[config.mk]
export PLATFORM = sky130hd
export DESIGN_NAME = aes_load_ctrl
export DESIGN_NICKNAME = d
export VERILOG_FILES = /design/src/rtl/aes_ctrl_pkg.sv /design/src/rtl/btn_debounce.sv /design/src/rtl/aes_load_ctrl.sv
export SDC_FILE = /design/constraint.sdc
export NUM_CORES = 1
export LEC_CHECK = 0
export CORE_AREA = 2 2 406 408
export DETAILED_ROUTE_END_ITERATION = 16
export DIE_AREA = 0 0 408 410
export GPL_ROUTABILITY_DRIVEN = 0
export PLACE_DENSITY_LB_ADDON = 0.25
export SETUP_SLACK_MARGIN = 0.02
export SYNTH_ARGS = -nofsm -noshare
export SYNTH_HDL_FRONTEND = slang
export SYNTH_SLANG_ARGS = --single-unit
[constraint.sdc]
create_clock -name clk -period 5.65 [get_ports clk]
set_input_delay 1.4125 -clock clk [delete_from_list [all_inputs] [get_ports clk]]
set_output_delay 1.4125 -clock clk [all_outputs]
set_load 0.02 [all_outputs]
[src/rtl/aes_ctrl_pkg.sv]
// Shared definitions for the AES load sequencer: data width, default timing
// constants and the controller state encoding.
package aes_ctrl_pkg;

  localparam int AES_DATA_W          = 128;
  localparam int DEF_DEBOUNCE_CYCLES = 1_000_000;
  localparam int DEF_TIMEOUT_CYCLES  = 4096;

  typedef enum logic [2:0] {
    ST_IDLE  = 3'd0,
    ST_LOAD  = 3'd1,
    ST_START = 3'd2,
    ST_WAIT  = 3'd3,
    ST_DONE  = 3'd4,
    ST_ERR   = 3'd5
  } ctrl_state_e;

  function automatic logic is_busy(input ctrl_state_e s);
    return s inside {ST_LOAD, ST_START, ST_WAIT};
  endfunction

endpackage

[src/rtl/btn_debounce.sv]
// Push-button conditioner: 2-FF synchroniser, stability counter and a
// one-cycle pulse on each debounced 0->1 transition.
module btn_debounce #(
  parameter int DEBOUNCE_CYCLES = 1_000_000
) (
  input  logic clk,
  input  logic rst,
  input  logic i_btn,
  output logic o_rise
);

  localparam int CNT_W = $clog2(DEBOUNCE_CYCLES + 1);

  logic             r_sync1;
  logic             r_sync2;
  logic             r_level;
  logic             r_rise;
  logic [CNT_W-1:0] r_cnt;

  // NOTE: sequential state uses non-blocking assignments so every register
  // samples pre-edge values, giving the intended shift-register behaviour.
  always_ff @(posedge clk) begin
    if (rst) begin
      r_sync1 <= 1'b0;
      r_sync2 <= 1'b0;
      r_level <= 1'b0;
      r_rise  <= 1'b0;
      r_cnt   <= '0;
    end else begin
      r_sync1 <= i_btn;
      r_sync2 <= r_sync1;
      r_rise  <= 1'b0;
      // Any bounce back to the accepted level restarts the stability window.
      if (r_sync2 == r_level) begin
        r_cnt <= '0;
      end else if (r_cnt == CNT_W'(DEBOUNCE_CYCLES - 1)) begin
        r_level <= r_sync2;
        r_rise  <= r_sync2;
        r_cnt   <= '0;
      end else begin
        r_cnt <= r_cnt + CNT_W'(1);
      end
    end
  end

  assign o_rise = r_rise;

endmodule

[src/rtl/aes_load_ctrl.sv]
// Sequencer between the push-button/operand sources and the AES core:
// captures operands, pulses start, waits for done with timeout, holds result.
module aes_load_ctrl
  import aes_ctrl_pkg::*;
#(
  parameter int DATA_W          = AES_DATA_W,
  parameter int DEBOUNCE_CYCLES = DEF_DEBOUNCE_CYCLES,
  parameter int TIMEOUT_CYCLES  = DEF_TIMEOUT_CYCLES
) (
  input  logic              clk,
  input  logic              rst,
  input  logic              press,
  input  logic [DATA_W-1:0] i_plaintext,
  input  logic [DATA_W-1:0] i_key,
  input  logic [DATA_W-1:0] i_iv,
  input  logic              i_core_done,
  input  logic [DATA_W-1:0] i_core_result,
  output logic [DATA_W-1:0] o_plaintext,
  output logic [DATA_W-1:0] o_key,
  output logic [DATA_W-1:0] o_iv,
  output logic              o_start,
  output logic [DATA_W-1:0] o_result,
  output logic              o_valid,
  output logic              o_busy,
  output logic              o_timeout
);

  localparam int TO_W = $clog2(TIMEOUT_CYCLES + 1);

  ctrl_state_e       r_state;
  ctrl_state_e       w_state_next;
  logic              w_event;
  logic              w_to_hit;
  logic [TO_W-1:0]   r_to_cnt;
  logic [DATA_W-1:0] r_plaintext;
  logic [DATA_W-1:0] r_key;
  logic [DATA_W-1:0] r_iv;
  logic [DATA_W-1:0] r_result;
  logic              r_start;
  logic              r_valid;
  logic              r_busy;
  logic              r_timeout;

  btn_debounce #(
    .DEBOUNCE_CYCLES (DEBOUNCE_CYCLES)
  ) u_btn_debounce (
    .clk    (clk),
    .rst    (rst),
    .i_btn  (press),
    .o_rise (w_event)
  );

  assign w_to_hit = (r_to_cnt == TO_W'(TIMEOUT_CYCLES - 1));

  always_ff @(posedge clk) begin
    if (rst) r_state <= ST_IDLE;
    else     r_state <= w_state_next;
  end

  // NOTE: the default assignment before the case keeps this block purely
  // combinational; a path that left w_state_next unassigned would infer a latch.
  always_comb begin
    w_state_next = r_state;
    case (r_state)
      ST_IDLE:  if (w_event) w_state_next = ST_LOAD;
      ST_LOAD:  w_state_next = ST_START;
      ST_START: w_state_next = ST_WAIT;
      ST_WAIT: begin
        if (i_core_done)   w_state_next = ST_DONE;
        else if (w_to_hit) w_state_next = ST_ERR;
      end
      ST_DONE,
      ST_ERR:   if (w_event) w_state_next = ST_LOAD;
      default:  w_state_next = ST_IDLE;
    endcase
  end

  // Outputs are registered from the next state so they line up with r_state.
  always_ff @(posedge clk) begin
    if (rst) begin
      r_plaintext <= '0;
      r_key       <= '0;
      r_iv        <= '0;
      r_result    <= '0;
      r_start     <= 1'b0;
      r_valid     <= 1'b0;
      r_busy      <= 1'b0;
      r_timeout   <= 1'b0;
      r_to_cnt    <= '0;
    end else begin
      r_start <= (w_state_next == ST_START);
      r_busy  <= is_busy(w_state_next);

      if (w_state_next == ST_LOAD) begin
        r_plaintext <= i_plaintext;
        r_key       <= i_key;
        r_iv        <= i_iv;
        r_valid     <= 1'b0;
        r_timeout   <= 1'b0;
      end

      // Done has priority over the timeout terminal count.
      if (r_state == ST_WAIT) begin
        r_to_cnt <= r_to_cnt + TO_W'(1);
        if (i_core_done) begin
          r_result <= i_core_result;
          r_valid  <= 1'b1;
        end else if (w_to_hit) begin
          r_timeout <= 1'b1;
        end
      end else begin
        r_to_cnt <= '0;
      end
    end
  end

  assign o_plaintext = r_plaintext;
  assign o_key       = r_key;
  assign o_iv        = r_iv;
  assign o_start     = r_start;
  assign o_result    = r_result;
  assign o_valid     = r_valid;
  assign o_busy      = r_busy;
  assign o_timeout   = r_timeout;

endmodule

==> impl_metrics.csv <==
group,metric,value,unit
clocking,cts-root-buf,"clkbuf_16",
power,power_density,284.6,mW/mm2
routing,drtIter0Drc,878,
floorplan,die_h,410,um
critical_path,rrSetupSlack,2.92,ns
synth,ys_types,42,
sta,timing.hold.ws,0.4187,ns
floorplan,initial_utilization,11.84,%
placed_design,io_buffers,1031,
grt,grt_pass1_wl,156800,um
clocking,cts_sinks,556,
placed_design,dp_cells,5499,
synth,ys_seq_area_share,57.52,%
sta,hold_violations,0,
routing,wl,114800,um
critical_path,startpoint_type,"flip-flop",
synth,async_flop_share,0,%
critical_path,rr_worst_depth,5,
floorplan,num_rows,149,
floorplan,die_w,408,um
power,p_total,9.899,mW
hold_path,min_path_cells,1,
routing,dr.pass1.iters,7,
clocking,htree_levels,3,
final_layout,layout-drive-gt1-share,4.545,%
routing,vias,20220,
routing,viasPerCell,3.579,
synth,syn_area,0.01935,mm2
critical_path,cpPeakStageDelay,0.90,ns
sta,clock-skew-final,0.04078,ns
clocking,post_cts_buffers,0,
critical_path,cp_max_fo,2,
grt,grt-ovfl-total,0,
power,ir_drop,238.9,uV
critical_path,path_buf_inv,1,
sta,tightestPinTransition,1.266,ns
synth,synth_edf_count,0,
routing,drc,0,
floorplan,dieArea,0.1673,mm2
clocking,cts.reportedPaths.clkPinSlew,0.06,ns
sta,finalSetupTns,0,ns
critical_path,arrival,1.92,ns
critical_path,crit_path_end_kind,"output pin",
critical_path,cp.required,4.24,ns
grt,first_global_vias,19760,
floorplan,ios,1032,
sta,fmax,0.2997,GHz
routing,drtAntennaViolNets,0,
run,drv_cap,0,
sta,finalCritPeriodShare,59.05,%
critical_path,crit_cells,1,
sta,max_slew_margin,15.59,%
clocking,clockBufferDepth,3,
final_layout,layout.cells.non_filler,5650,
synth,synth_ff_type,"dfxtp_1",
power,leakage,10.95,nW
hold_path,hp-class,"flip-flop to flip-flop",
sta,setup_viol,0,
synth,synth_warnings,0,
critical_path,cp_cell_sequence,"clkdlybuf4s50_1",
grt,grt_usage,13.14,%
synth,synth_area_per_cell,7.935,um2
final_layout,area.growth.synth_to_final,79.72,%
sta,period_needed,3.336,ns
clocking,ctsResizeCount,0,
status,outcome,"completed",
clocking,cts_made_buffers,78,
synth,synthCells,2439,
synth,ys_seq_elements,556,
critical_path,worstSetupPathType,"flip-flop to output pin",
floorplan,core_area,0.1635,mm2
clocking,cts-hold-fix-buffers,0,
clocking,clk_latency,0.68,ns
placed_design,hpwl,87340,um
grt,antenna_found_initial,52,
critical_path,critPathSlowestCell,"clkdlybuf4s50_1",
sta,grt_setup_unrepaired,"false",
final_layout,nets,3908,
clocking,cts_tree,"yes",
grt,grt_max_degree,166,
routing,wire_per_inst,20.32,um
synth,synth_nets,2957,
sta,slew_violations,0,
critical_path,cp_top_family,"buffers and inverters",
-- per-stage QoR --
stage / worst slack, ns / util, % / cell area [um2]
2_1_floorplan: 3.216 / - / 19350
3_3_place_gp: 1.924 / 19.52 / 31910
3_5_place_dp: 1.870 / 19.52 / 31910
4_1_cts: 2.093 / 21.26 / 34760
5_1_grt: 2.079 / 21.27 / 34770
6_report: 2.314 / 21.27 / 34780
-- area by class of cell --
cell class,instances,area [um2]
fillers,18180,128700
flip-flops and latches,556,11130
repair buffers,1047,10570
multi-input cells,1698,7435
well taps,2189,2739
clock buffers,119,2419
clock inverters,25,436.7
inverters,9,33.78
diodes,7,17.52
-- layout by cell type, fill, tap and decap left out, types with 7 or more instances in the layout --
cell,netlist,routed
nor3_1,8,8
buf_12,0,10
nand3_1,13,12
nand4_1,8,8
nand2_1,1032,1032
bufinv_16,0,8
clkbuf_1,109,12
diode_2,0,7
clkbuf_8,0,27
a21oi_1,521,521
clkbuf_16,0,80
clkinv_2,0,7
xnor2_1,20,20
inv_1,9,9
dfxtp_1,556,556
clkdlybuf4s50_1,0,1030
nor2_1,38,38
-- logic make-up (layout without fill, tap and decap cells) --
family	Yosys count	after routing	synth area share, %
compound gates	536	536	14.04
xor+xnor	24	24	1.086
fa+ha+maj	2	2	0.1293
buf+inv	185	1200	4.202
flops	556	556	57.52
other cells	0	7	0
simple gates	1136	1136	23.02
-- worst paths after layout --
kind                                          start                                 to
setup / recovery       o_plaintext[47]$_SDFFE_PP0P_                    o_plaintext[47]
hold / removal    u_btn_debounce.r_sync1$_SDFF_PP0_  u_btn_debounce.r_sync2$_SDFF_PP0_
setup reg to reg              r_state[0]$_SDFF_PP0_              o_iv[39]$_SDFFE_PP0P_
hold reg to reg   u_btn_debounce.r_sync1$_SDFF_PP0_  u_btn_debounce.r_sync2$_SDFF_PP0_
-- state kept, by name, summed over array words and instances, names as in the netlist --
register / cells
o_busy: 1
o_iv: 128
o_key: 128
o_plaintext: 128
o_result: 128
o_start: 1
o_timeout: 1
o_valid: 1
r_state: 3
r_to_cnt: 13
u_btn_debounce.o_rise: 1
u_btn_debounce.r_cnt: 20
u_btn_debounce.r_level: 1
u_btn_debounce.r_sync1: 1
u_btn_debounce.r_sync2: 1
-- power by group --
part           switching [mW]  internal [mW]  total, mW
clock network            2.09           3.34       5.43
registers              0.0105           3.93       3.94
logic                   0.181          0.341      0.522
-- per-layer routing --
metal	wire [um]	up-vias	GRT usage (%)
met4	4290	90	5.485
li1	-	9833	-
met5	581	-	0
met2	56300	702	22.60
met1	42230	9373	13.61
met3	11430	225	6.341
-- cells in the mapped netlist, types with 2 or more instances --
cell	count	area share (%)
a21oi_1	521	13
and3_1	5	0.16
buf_1	2	0.039
buf_2	53	1.4
buf_4	10	0.39
buf_6	2	0.12
clkbuf_1	109	2.1
dfxtp_1	556	58
ha_1	2	0.13
inv_1	9	0.17
nand2_1	1032	20
nand2b_1	2	0.065
nand3_1	13	0.34
nand4_1	8	0.26
nor2_1	38	0.74
nor2b_1	3	0.097
nor3_1	8	0.21
nor3b_1	2	0.078
nor4_1	5	0.16
nor4b_1	4	0.18
o21ai_0	4	0.10
o31ai_1	3	0.12
or3_1	6	0.19
or4_1	2	0.078
xnor2_1	20	0.91
xor2_1	4	0.18
Note: power is estimated with default switching activity, not from simulation.
